[src/rtl/imem_loader.sv]
// imem_loader: boot-time program loader. Takes a byte stream (4-byte LE length
// header followed by instruction bytes), packs little-endian 32-bit words and
// writes them to consecutive IMEM word addresses while holding the core stalled.
module imem_loader #(
  parameter int unsigned         PC_WIDTH   = 32,
  parameter int unsigned         INST_WIDTH = 32,
  parameter logic [PC_WIDTH-1:0] BASE_ADDR  = '0,
  parameter int unsigned         MAX_WORDS  = 256,
  parameter int unsigned         CNT_WIDTH  = 16
) (
  input  logic                  clk,
  input  logic                  reset,
  input  logic                  load_start,
  input  logic                  in_valid,
  input  logic [7:0]            in_data,
  output logic                  in_ready,
  output logic                  wr_en,
  output logic [PC_WIDTH-1:0]   wr_addr,
  output logic [INST_WIDTH-1:0] wr_data,
  output logic                  core_hold,
  output logic                  load_done,
  output logic                  load_err,
  output logic [CNT_WIDTH-1:0]  words_loaded,
  output logic [7:0]            checksum
);

  typedef enum logic [2:0] {IDLE, HDR, DATA, WRITE, DONE, ERR} state_t;

  state_t      state;
  logic [1:0]  byte_idx;   // byte lane of the next accepted byte
  logic [31:0] shift;      // header / word assembly, bytes shift in from the top
  logic [31:0] hdr_n;      // program length in words
  logic        xfer;
  logic [31:0] asm_next;
  logic [31:0] cnt_next;

  assign xfer     = in_valid & in_ready;
  // Shifting each byte in at the top leaves byte 0 in [7:0] after four bytes.
  assign asm_next = {in_data, shift[31:8]};
  assign cnt_next = 32'(words_loaded) + 32'd1;

  // Loader FSM; every output is a register updated alongside the state.
  always_ff @(posedge clk) begin
    if (reset) begin
      state        <= IDLE;
      byte_idx     <= '0;
      shift        <= '0;
      hdr_n        <= '0;
      in_ready     <= 1'b0;
      wr_en        <= 1'b0;
      wr_addr      <= '0;
      wr_data      <= '0;
      core_hold    <= 1'b1;
      load_done    <= 1'b0;
      load_err     <= 1'b0;
      words_loaded <= '0;
      checksum     <= '0;
    end else begin
      wr_en <= 1'b0;
      case (state)
        IDLE, DONE, ERR: begin
          if (load_start) begin
            state        <= HDR;
            in_ready     <= 1'b1;
            core_hold    <= 1'b1;
            load_done    <= 1'b0;
            load_err     <= 1'b0;
            words_loaded <= '0;
            checksum     <= '0;
            byte_idx     <= '0;
          end
        end
        HDR: begin
          if (xfer) begin
            shift    <= asm_next;
            byte_idx <= byte_idx + 2'd1;
            if (byte_idx == 2'd3) begin
              hdr_n <= asm_next;
              if (asm_next == 32'd0) begin
                state     <= DONE;
                in_ready  <= 1'b0;
                core_hold <= 1'b0;
                load_done <= 1'b1;
              end else if (asm_next > MAX_WORDS) begin
                state    <= ERR;
                in_ready <= 1'b0;
                load_err <= 1'b1;
              end else begin
                state <= DATA;
              end
            end
          end
        end
        DATA: begin
          if (xfer) begin
            shift    <= asm_next;
            byte_idx <= byte_idx + 2'd1;
            checksum <= checksum + in_data;
            if (byte_idx == 2'd3) begin
              state    <= WRITE;
              in_ready <= 1'b0;
              wr_en    <= 1'b1;
              wr_addr  <= BASE_ADDR + PC_WIDTH'({words_loaded, 2'b00});
              wr_data  <= INST_WIDTH'(asm_next);
            end
          end
        end
        WRITE: begin
          words_loaded <= words_loaded + 1'b1;
          if (cnt_next == hdr_n) begin
            state     <= DONE;
            core_hold <= 1'b0;
            load_done <= 1'b1;
          end else begin
            state    <= DATA;
            in_ready <= 1'b1;
          end
        end
        default: state <= IDLE;
      endcase
    end
  end

endmodule
[config.mk]
export PLATFORM = sky130hd
export DESIGN_NAME = imem_loader
export DESIGN_NICKNAME = d
export VERILOG_FILES = /design/src/rtl/imem_loader.sv
export SDC_FILE = /design/constraint.sdc
export NUM_CORES = 1
export LEC_CHECK = 0
export CAP_MARGIN = 40
export CORE_MARGIN = 1
export CORE_UTILIZATION = 35
export CTS_CLUSTER_SIZE = 30
export DETAILED_ROUTE_END_ITERATION = 12
export HOLD_SLACK_MARGIN = 0.06
export SKIP_CTS_REPAIR_TIMING = 1
export SYNTH_ARGS = -nofsm -noshare
export SYNTH_HDL_FRONTEND = slang
export SYNTH_SLANG_ARGS = --single-unit
[constraint.sdc]
create_clock -name clk -period 3.2 [get_ports clk]
set_input_delay 0.96 -clock clk [delete_from_list [all_inputs] [get_ports clk]]
set_output_delay 0.96 -clock clk [all_outputs]
set_load 0.01 [all_outputs]
# Word level (Yosys, flattened, before mapping)
# Index checks and enable logic that the tools add are counted.
# totals
output_inout_bits	93
regBits	146
elab_cells	104
# op_classes
mux	43
eq_ne	19
n_addsub	4
reduce_logical	21
n_lt_le_gt_ge	1
bitwise_logic	3
# ops
op	count
17-bit by 32-bit equality test with 1-bit output	1
32-bit by 9-bit > comparator with 1-bit output (second input constant)	1
32-bit logical NOT	1
16-bit case mux with 2 select lines	1
3-bit 2-to-1 mux	8
1-bit 2-to-1 mux	22
2-bit != test (second input constant)	10
16-bit by 1-bit adder with 17-bit output (second input constant)	1
16-bit by 1-bit adder with 16-bit output (second input constant)	1
16-bit 2-to-1 mux	1
8-bit 2-to-1 mux	2
8-bit case mux with 2 select lines	1
3-bit case mux with 4 select lines	1
3-bit AND reduction	4
6-bit AND reduction	2
8-bit adder	1
8-bit AND reduction	1
2-bit nonzero test	4
3-bit by 2-bit equality test with 1-bit output (second input constant)	2
3-bit equality test (second input constant)	2
1-bit case mux with 3 select lines	2
3-bit OR reduction	2
5-bit AND reduction	1
2-bit 2-to-1 mux	2
other kinds (15)	17

# Longest topological paths before layout
# Gate-level depths: netlist of the first run.
# depth
word_depth	6
mapped_depth	9

# Worst setup path after synthesis of the first run
# No wires, ideal clock.
# synth_timing
path_type	input -> register
startpoint	in in_data[0]
endpoint	reg checksum[6]
setup_ns	0.070
t_arrival_ns	2.707
path_stages	9
required_ns	3.130
setup_slack_ns	0.423
cell_sequence	ha_1 fa_1 a21o_1 a21o_1 a21o_1 a21oi_1 xor2_1 or3_1 a21oi_1
# synth_between
elab_chain_cells	3
# synth_lines
item	line_no	source
start, declared	15	input logic [7:0] in_data,
8-bit adder	98	checksum <= checksum + in_data;
8-bit 2-to-1 mux	95	if (xfer) begin
8-bit case mux with 2 select lines	60	case (state)
end signal, assigned	98	
end, declared	24	output logic [7:0] checksum
# No other way between the ends. The select of a mux whose other input is x is not followed.
# A chain may end at the register's enable or synchronous reset.

# Worst setup path in the final report of the first run
# Same ends and word-level chain as after synthesis.

==> results.txt, run 1 <==
Post-synth cell types: 52
DR WL/cell: 14.6 um
Pins Over Slew Limit: 0
Worst slack at placement: -0.123 ns
Power Dens Cells: 495 nW/um^2
DRC Markers: 0
Relative slew margins: 0.553
EDFF count, synth: 0
Number of synthesis warnings: 0
Fill count: 1791
Grt ovf: 0
Slew @ Worst Pin: 0.665 ns
Final wirelength: 16600 um
Register-to-Register Path Depth: 7
Leakage power: 0.00284 uW
Root buffer cell: clkbuf_16
Worst Path Required: 3.55 ns
Final cell count without fillers: 1136
R2R Path End: in_ready$_SDFFE_PP0P_
Synth Area per Inst: 7.70 sq um
Layout cells sized above 1: 0.0933
Drt pass-1 iters: 5
Input/output buffers: 88
Count of nets after finishing: 920
First-pass GRT wire length: 27000 um
H-tree levels: 4
Clk sink count: 138
Layout area overhead: 30.0%
Worst setup EP type: flop
Sum Neg Setup Slack: 0 ns
Max-cap violations: 0
# setup viols final: 0
Flops & latches, synth: 138
Maximum number of pins on one net before global-route repair: 62
Peak supply drop: 0.389 mV
Critical path arrival: 3.27 ns
Sequential area share after synthesis: 0.444
Placed insts: 1104
Final Hold Viols: 0
Tcrit/Tclk final: 0.912
FFs w/ async S/R, synth: 0
Vias/cell: 5.00
Chip Width: 135 um
Post-DP HPWL: 11400 um
GRT Util Overall: 0.190
Starting density of the core: 0.360
Worst skew pair latency: 0.42 ns
GP Congestion: 0.833
Vias in the first global route: 5180
Worst reg2reg setup slack: 0.53 ns
I/O pin count: 105
Initial antenna violation count: 0
R2r startpoint: words_loaded[2]$_SDFFE_PP0P_
CP Class: in -> reg
Die ar.: 18300 sq um
CP Max Fanout: 2
Core Util, Final: 0.467
Critical Path End: checksum[6]$_SDFFE_PP0P_
Max clock buf depth: 2
Status: finished, final reports clean
Crit path from: in_data[0]
Via Count: 5676
Core area: 17300 sq um
ANT nets after route: 0
Final min period: 2.92 ns
RSZ-0062 raised after global routing: false
Setup WS post-layout: 0.283 ns
Site Rows: 48
Clock skew: 0.0148 ns
Max Freq: 0.343 GHz
N_diodes: 0
Mapped Cells: 808
Top FF cell, synth: dfxtp_1
Worst min path class: reg -> reg
Die height: 135 um
Startpoint Class: primary input
TritonCTS clock tree: done
Synthesized area: 6220 sq um
Total CTS buffers: 17
CTS clk-pin slew, worst paths: 0.06 ns
Initial DRC Count: 322
==> power breakdown <==
part	internal, uW	switching [uW]
logic	55.3	88.8
registers	1720	9.65
clock network	1320	798
total	3100	897
==> layout make-up <==
class                   instances  area (sq um)  share of cell area
clock buffers                  17           425              0.0526
clock inverters                15           214              0.0265
multi-input cells             616          3190               0.395
flip-flops and latches        138          2760               0.342
well taps                     225           282              0.0348
repair buffers                125          1210               0.149
==> per-layer routing <==
layer / routed length (um) / GRT usage / vias to the layer above / share of wire
met5: 0 / 0 / - / 0
met4: 213 / 0.0581 / 0 / 0.013
met3: 758 / 0.0412 / 15 / 0.046
met2: 7740 / 0.301 / 126 / 0.47
met1: 7880 / 0.255 / 2639 / 0.47
li1: - / - / 2896 / -
==> cells in the mapped netlist (3+ instances only) <==
library cell / count / area, sq um
ha_1: 9 / 113
nand4_1: 7 / 43.8
buf_2: 3 / 15.0
mux2i_1: 4 / 40.0
a21oi_1: 128 / 641
o211ai_1: 3 / 22.5
o41ai_1: 3 / 26.3
a311oi_1: 4 / 35.0
and3_1: 6 / 37.5
o21ai_0: 17 / 85.1
a22oi_1: 9 / 67.6
or3_1: 3 / 18.8
dfxtp_1: 138 / 2760
nor2_1: 48 / 180
nand3_1: 11 / 55.1
nand2b_1: 5 / 31.3
nor4_1: 13 / 81.3
and4_1: 4 / 35.0
buf_4: 16 / 120
nor3_1: 12 / 60.1
buf_1: 3 / 11.3
xor2_1: 13 / 114
clkbuf_1: 45 / 169
a21o_1: 6 / 45.0
nand2_1: 243 / 912
nor2b_1: 6 / 37.5
xnor2_1: 17 / 149
==> through the flow <==
step | instance area [sq um] | total power [uW] | hold WS, ns
after global placement | 7440 | 1910 | 0.441
after global routing | 8080 | 4130 | 0.475
after floorplan | 6270 | 1860 | 0.436
after detailed placement | 7440 | 1910 | 0.447
after CTS | 8080 | 4030 | 0.455
final | 8080 | 4000 | 0.452
==> state kept, by name, indices dropped and copies added (netlist names) <==
name	count
byte_idx	2
checksum	8
core_hold	1
hdr_n	32
in_ready	1
load_done	1
load_err	1
shift	24
state	3
words_loaded	16
wr_addr	16
wr_data	32
wr_en	1
==> cells in the final DEF, fill, tap and decap left out, types with 7 or more instances in the layout <==
master             n
nand3_1           11
xnor2_1           17
nand4_1            7
nor3_1            12
nand2_1          242
dfxtp_1          138
nor2_1            47
clkbuf_16         17
ha_1               9
xor2_1            13
conb_1            16
a21oi_1          128
clkdlybuf4s50_1   87
nor4_1            13
a22oi_1            9
o21ai_0           17
buf_4             34
==> worst max-delay path, stage by stage <==
cell and delay [ns]:
clkdlybuf4s50_1 0.45, ha_1 0.25, fa_1 0.41, a21o_1 0.17, a21o_1 0.18, a21o_1 0.17, a21oi_1 0.16, xor2_1 0.08
or3_1 0.30, a21oi_1 0.13
==> cell families (layout without fill, tap and decap cells) <==
| family | after synthesis | count (layout) | synth area share |
|---|---|---|---|
| AND/OR/NAND/NOR | 373 | 373 | 0.263 |
| AO/OA/AOI/OAI | 181 | 181 | 0.164 |
| flip-flops | 138 | 138 | 0.444 |
| buffers and inverters | 69 | 157 | 0.0543 |
| XOR/XNOR | 30 | 30 | 0.0423 |
| adder cells (fa/ha/maj) | 10 | 10 | 0.0213 |
| multiplexers | 6 | 6 | 0.0101 |
| other | 1 | 16 | 0.000603 |
==> worst min path at each step <==
stage / start / slack [ns] / to / depth (start not counted)
4_1_cts: wr_addr[15]$_SDFFE_PP0P_ / 0.45 / wr_addr[15]$_SDFFE_PP0P_ / 2
6_report: wr_addr[15]$_SDFFE_PP0P_ / 0.45 / wr_addr[15]$_SDFFE_PP0P_ / 2
5_1_grt: wr_data[20]$_SDFFE_PP0P_ / 0.47 / wr_data[20]$_SDFFE_PP0P_ / 2
3_3_place_gp: wr_addr[14]$_SDFFE_PP0P_ / 0.44 / wr_addr[14]$_SDFFE_PP0P_ / 2
2_1_floorplan: hdr_n[18]$_SDFFE_PP0P_ / 0.44 / hdr_n[18]$_SDFFE_PP0P_ / 2
3_5_place_dp: wr_addr[15]$_SDFFE_PP0P_ / 0.45 / wr_addr[15]$_SDFFE_PP0P_ / 2
(Power assumes the default switching activity.)
==> run 2: changes to the inputs <==
--- a/config.mk
+++ b/config.mk
@@ -10,7 +10,9 @@
 export CORE_UTILIZATION = 35
 export CTS_CLUSTER_SIZE = 30
 export DETAILED_ROUTE_END_ITERATION = 12
+export GPL_TIMING_DRIVEN = 1
 export HOLD_SLACK_MARGIN = 0.06
+export SETUP_SLACK_MARGIN = 0.3
 export SKIP_CTS_REPAIR_TIMING = 1
 export SYNTH_ARGS = -nofsm -noshare
 export SYNTH_HDL_FRONTEND = slang
==> run 2 against run 1 <==
  * Routed wire length rose by 0.45%
  * Core utilization rose by 0.072 points
  * Setup slack improved by 0.090 ns
  * First-iteration DRC count rose by 10%
  * Sequential power barely moved
  * Maximum frequency rose by 3.2%
  * Non-clock buffer count did not move
  * Die area did not move
  * Via count rose by 0.18%
  * Largest cell class unchanged
==> results.txt, run 2 (synthesis gave the netlist of run 1 again) <==
Status: finished, final reports clean
Max-cap violations: 0
Starting density of the core: 0.360
Clock skew: 0.0168 ns
Startpoint Class: primary input
Initial antenna violation count: 0
I/O pin count: 105
Total CTS buffers: 17
N_diodes: 0
Worst min path class: reg -> reg
Pins Over Slew Limit: 0
Top flop regs: hdr_n x32, wr_data x32, shift x24
Crit path from: in_data[0]
Core area: 17300 sq um
Most frequent cells in the layout: nand2_1, dfxtp_1, a21oi_1
First-pass GRT wire length: 27000 um
Most common cell after layout, fill and taps aside: nand2_1
Final wirelength: 16700 um
Worst skew pair latency: 0.43 ns
Slew @ Worst Pin: 0.666 ns
Clk sink count: 138
DRC Markers: 0
GRT Util Overall: 0.190
Die height: 135 um
H-tree levels: 4
Worst slack at placement: -0.123 ns
Relative slew margins: 0.552
Tcrit/Tclk final: 0.883
Die ar.: 18300 sq um
ANT nets after route: 0
Drt pass-1 iters: 5
Power Dens Cells: 494 nW/um^2
Overall Power: 4000 uW
R2r startpoint: words_loaded[2]$_SDFFE_PP0P_
Critical path arrival: 3.18 ns
RSZ-0062 raised after global routing: true
Final cell count without fillers: 1136
Layout area overhead: 30.2%
# setup viols final: 0
Worst setup EP type: flop
DR WL/cell: 14.7 um
Site Rows: 48
CP Max Fanout: 2
Final Hold Viols: 0
Maximum number of pins on one net before global-route repair: 62
GP Congestion: 0.833
Layout cells sized above 1: 0.0966
Max Freq: 0.354 GHz
Peak supply drop: 0.389 mV
CP Class: in -> reg
Input/output buffers: 88
TritonCTS clock tree: done
Via Count: 5686
CTS clk-pin slew, worst paths: 0.06 ns
Post-DP HPWL: 11400 um
Final min period: 2.83 ns
Leakage power: 0.00285 uW
Worst Path Required: 3.55 ns
Chip Width: 135 um
Vias/cell: 5.01
Hold wc startpoint: wr_addr[15]$_SDFFE_PP0P_
Max clock buf depth: 2
Root buffer cell: clkbuf_16
Vias in the first global route: 5180
Placed insts: 1104
Setup WS post-layout: 0.373 ns
Worst hold slack: 0.452 ns
Initial DRC Count: 355
Grt ovf: 0
Count of nets after finishing: 920
run 2: path summary, 6_finish.rpt:
| kind | endpoint | slack, ns | cells after the start |
|---|---|---|---|
| worst max register to register | in_ready$_SDFFE_PP0P_ | 0.52 | 7 |
| worst min register to register | wr_addr[15]$_SDFFE_PP0P_ | 0.45 | 2 |
| worst max-delay path | checksum[6]$_SDFFE_PP0P_ | 0.37 | 10 |
| worst min-delay path | wr_addr[15]$_SDFFE_PP0P_ | 0.45 | 2 |
run 2: where the power goes:
part           switching [uW]  internal, uW  leakage, uW  total [uW]
Sequential               9.58          1720      0.00111        1730
Clock                     799          1320     0.000304        2120
Combinational            89.3          55.5      0.00143         145
Total                     898          3100      0.00285        4000
run 2: final cells by class:
class	instances	area, sq um
Tap cell	225	282
Clock buffer	17	425
Timing Repair Buffer	125	1210
Fill cell	1787	9200
Multi-Input combinational cell	616	3210
Clock inverter	15	214
Sequential cell	138	2760
run 2: worst max-delay path, stage by stage:
cell and delay (ns):
clkdlybuf4s50_1 0.45, ha_2 0.22, fa_2 0.35, a21o_1 0.16
a21o_1 0.18, a21o_1 0.17, a21oi_1 0.16, xor2_1 0.08
or3_1 0.30, a21oi_1 0.13
run 2: per-stage QoR:
step / utilization / setup TNS (ns) / cell area [sq um]
floorplan: - / 0 / 6270
global placement: 0.430 / -0.105 / 7440
detailed placement: 0.430 / -0.169 / 7440
CTS: 0.467 / 0 / 8080
global route: 0.468 / 0 / 8100
finish: 0.468 / 0 / 8100
run 2: layer usage:
| metal | vias to the layer above | GRT usage | routed length, um |
|---|---|---|---|
| met5 | - | 0 | 0 |
| met4 | 0 | 0.0581 | 202 |
| met3 | 13 | 0.0412 | 583 |
| met2 | 102 | 0.301 | 7780 |
| met1 | 2665 | 0.255 | 8110 |
| li1 | 2906 | - | - |
==> run 3: changes to the inputs <==
--- a/config.mk
+++ b/config.mk
@@ -8,10 +8,11 @@
 export CAP_MARGIN = 40
 export CORE_MARGIN = 1
 export CORE_UTILIZATION = 35
+export CTS_BUF_LIST = sky130_fd_sc_hd__clkbuf_8
 export CTS_CLUSTER_SIZE = 30
 export DETAILED_ROUTE_END_ITERATION = 12
-export GPL_TIMING_DRIVEN = 1
 export HOLD_SLACK_MARGIN = 0.06
+export PLACE_DENSITY = 0.66
 export SETUP_SLACK_MARGIN = 0.3
 export SKIP_CTS_REPAIR_TIMING = 1
 export SYNTH_ARGS = -nofsm -noshare
==> run 3 against run 2 <==
  * Setup slack worse by 0.025 ns
  * Hold slack improved by 0.0017 ns
  * Sequential power hardly changed
  * Clock power shrank 28%
  * Critical path depth stayed put
  * First-iteration DRC count grew 3.7%
  * Via count increased by 0.16%
  * Cell count barely moved
  * Critical path type unchanged
==> results.txt, run 3 (synthesis gave the netlist of run 1 again) <==
Layout cells sized above 1: 0.0912
Worst min path class: reg -> reg
Final wirelength: 16300 um
Clk sink count: 138
Most frequent cells in the layout: nand2_1, dfxtp_1, a21oi_1
Core area: 17300 sq um
Chip Width: 135 um
Initial antenna violation count: 0
Layout area overhead: 25.8%
Grt ovf: 0
Count of nets after finishing: 919
Root buffer cell: clkbuf_8
Clock skew: 0.0132 ns
Peak supply drop: 0.345 mV
I/O pin count: 105
Die height: 135 um
Worst hold slack: 0.454 ns
Via Count: 5695
Slew @ Worst Pin: 0.634 ns
Overall Power: 3390 uW
ANT nets after route: 0
Startpoint Class: primary input
Maximum number of pins on one net before global-route repair: 59
Max-cap violations: 0
DRC Markers: 0
Worst setup EP type: flop
# setup viols final: 0
H-tree levels: 4
Power Dens Cells: 433 nW/um^2
Sum Neg Setup Slack: 0 ns
Site Rows: 48
Final min period: 2.85 ns
Worst slack at placement: -0.0967 ns
Worst Path Required: 3.59 ns
Top flop regs: hdr_n x32, wr_data x32, shift x24
Placed instance area: 7400 sq um
Total CTS buffers: 17
Final Instance Area: 7820 sq um
CTS clk-pin slew, worst paths: 0.09 ns
Tcrit/Tclk final: 0.891
GRT Util Overall: 0.186
Status: finished, final reports clean
Input/output buffers: 88
Setup WS post-layout: 0.349 ns
DR WL/cell: 14.4 um
Most common cell after layout, fill and taps aside: nand2_1
N_diodes: 0
Starting density of the core: 0.360
Leakage power: 0.00274 uW
Max clock buf depth: 2
Post-DP HPWL: 11200 um
Critical path arrival: 3.25 ns
CP Max Fanout: 2
Pins Over Slew Limit: 0
First-pass GRT wire length: 26800 um
Drt pass-1 iters: 5
Initial DRC Count: 368
CP Class: in -> reg
Worst skew pair latency: 0.45 ns
Final Hold Viols: 0
Vias in the first global route: 5231
RSZ-0062 raised after global routing: false
Die ar.: 18300 sq um
GP Congestion: 0.852
Vias/cell: 5.02
Max Freq: 0.351 GHz
Relative slew margins: 0.573
TritonCTS clock tree: done
run 3: metal layers:
| layer | vias up | GRT usage | share of wire |
|---|---|---|---|
| met4 | 0 | 0.0637 | 0.010 |
| li1 | 2888 | - | - |
| met1 | 2648 | 0.242 | 0.46 |
| met3 | 11 | 0.0400 | 0.056 |
| met2 | 148 | 0.301 | 0.47 |
| met5 | - | 0 | 0 |
run 3: worst paths after layout:
kind                            slack [ns]                         start  depth (start not counted)                  endpoint
worst max-delay path                  0.35                    in_data[0]                         10  checksum[6]$_SDFFE_PP0P_
worst min-delay path                  0.45       wr_addr[6]$_SDFFE_PP0P_                          2   wr_addr[6]$_SDFFE_PP0P_
worst max register to register        0.57  words_loaded[3]$_SDFFE_PP0P_                          7     in_ready$_SDFFE_PP0P_
worst min register to register        0.45       wr_addr[6]$_SDFFE_PP0P_                          2   wr_addr[6]$_SDFFE_PP0P_
run 3: cell type report:
cell class / instances / area [sq um]
Multi-Input combinational cell: 616 / 3200
Clock buffer: 17 / 234
Fill cell: 1753 / 9470
Clock inverter: 15 / 186
Tap cell: 225 / 282
Timing Repair Buffer: 124 / 1160
Sequential cell: 138 / 2760
run 3: worst max-delay path, cell delays in order:
cell and delay (ns):
clkdlybuf4s50_1 0.44, ha_1 0.24, fa_1 0.39, a21o_1 0.17, a21o_1 0.19, a21o_1 0.18, a21oi_1 0.17, xor2_1 0.08
or3_1 0.30, a21oi_1 0.13
run 3: metrics by stage:
stage	std cells	util
after detailed placement	1103	0.428
final	1135	0.452
after global routing	1135	0.452
after global placement	1103	0.428
after CTS	1135	0.452
after floorplan	823	-
run 3: report_power, final:
| group | switching [uW] | internal (uW) | leakage, uW |
|---|---|---|---|
| Sequential | 9.58 | 1720 | 0.00111 |
| Combinational | 86.9 | 51.8 | 0.00142 |
| Clock | 732 | 787 | 0.000212 |
| Total | 829 | 2560 | 0.00274 |
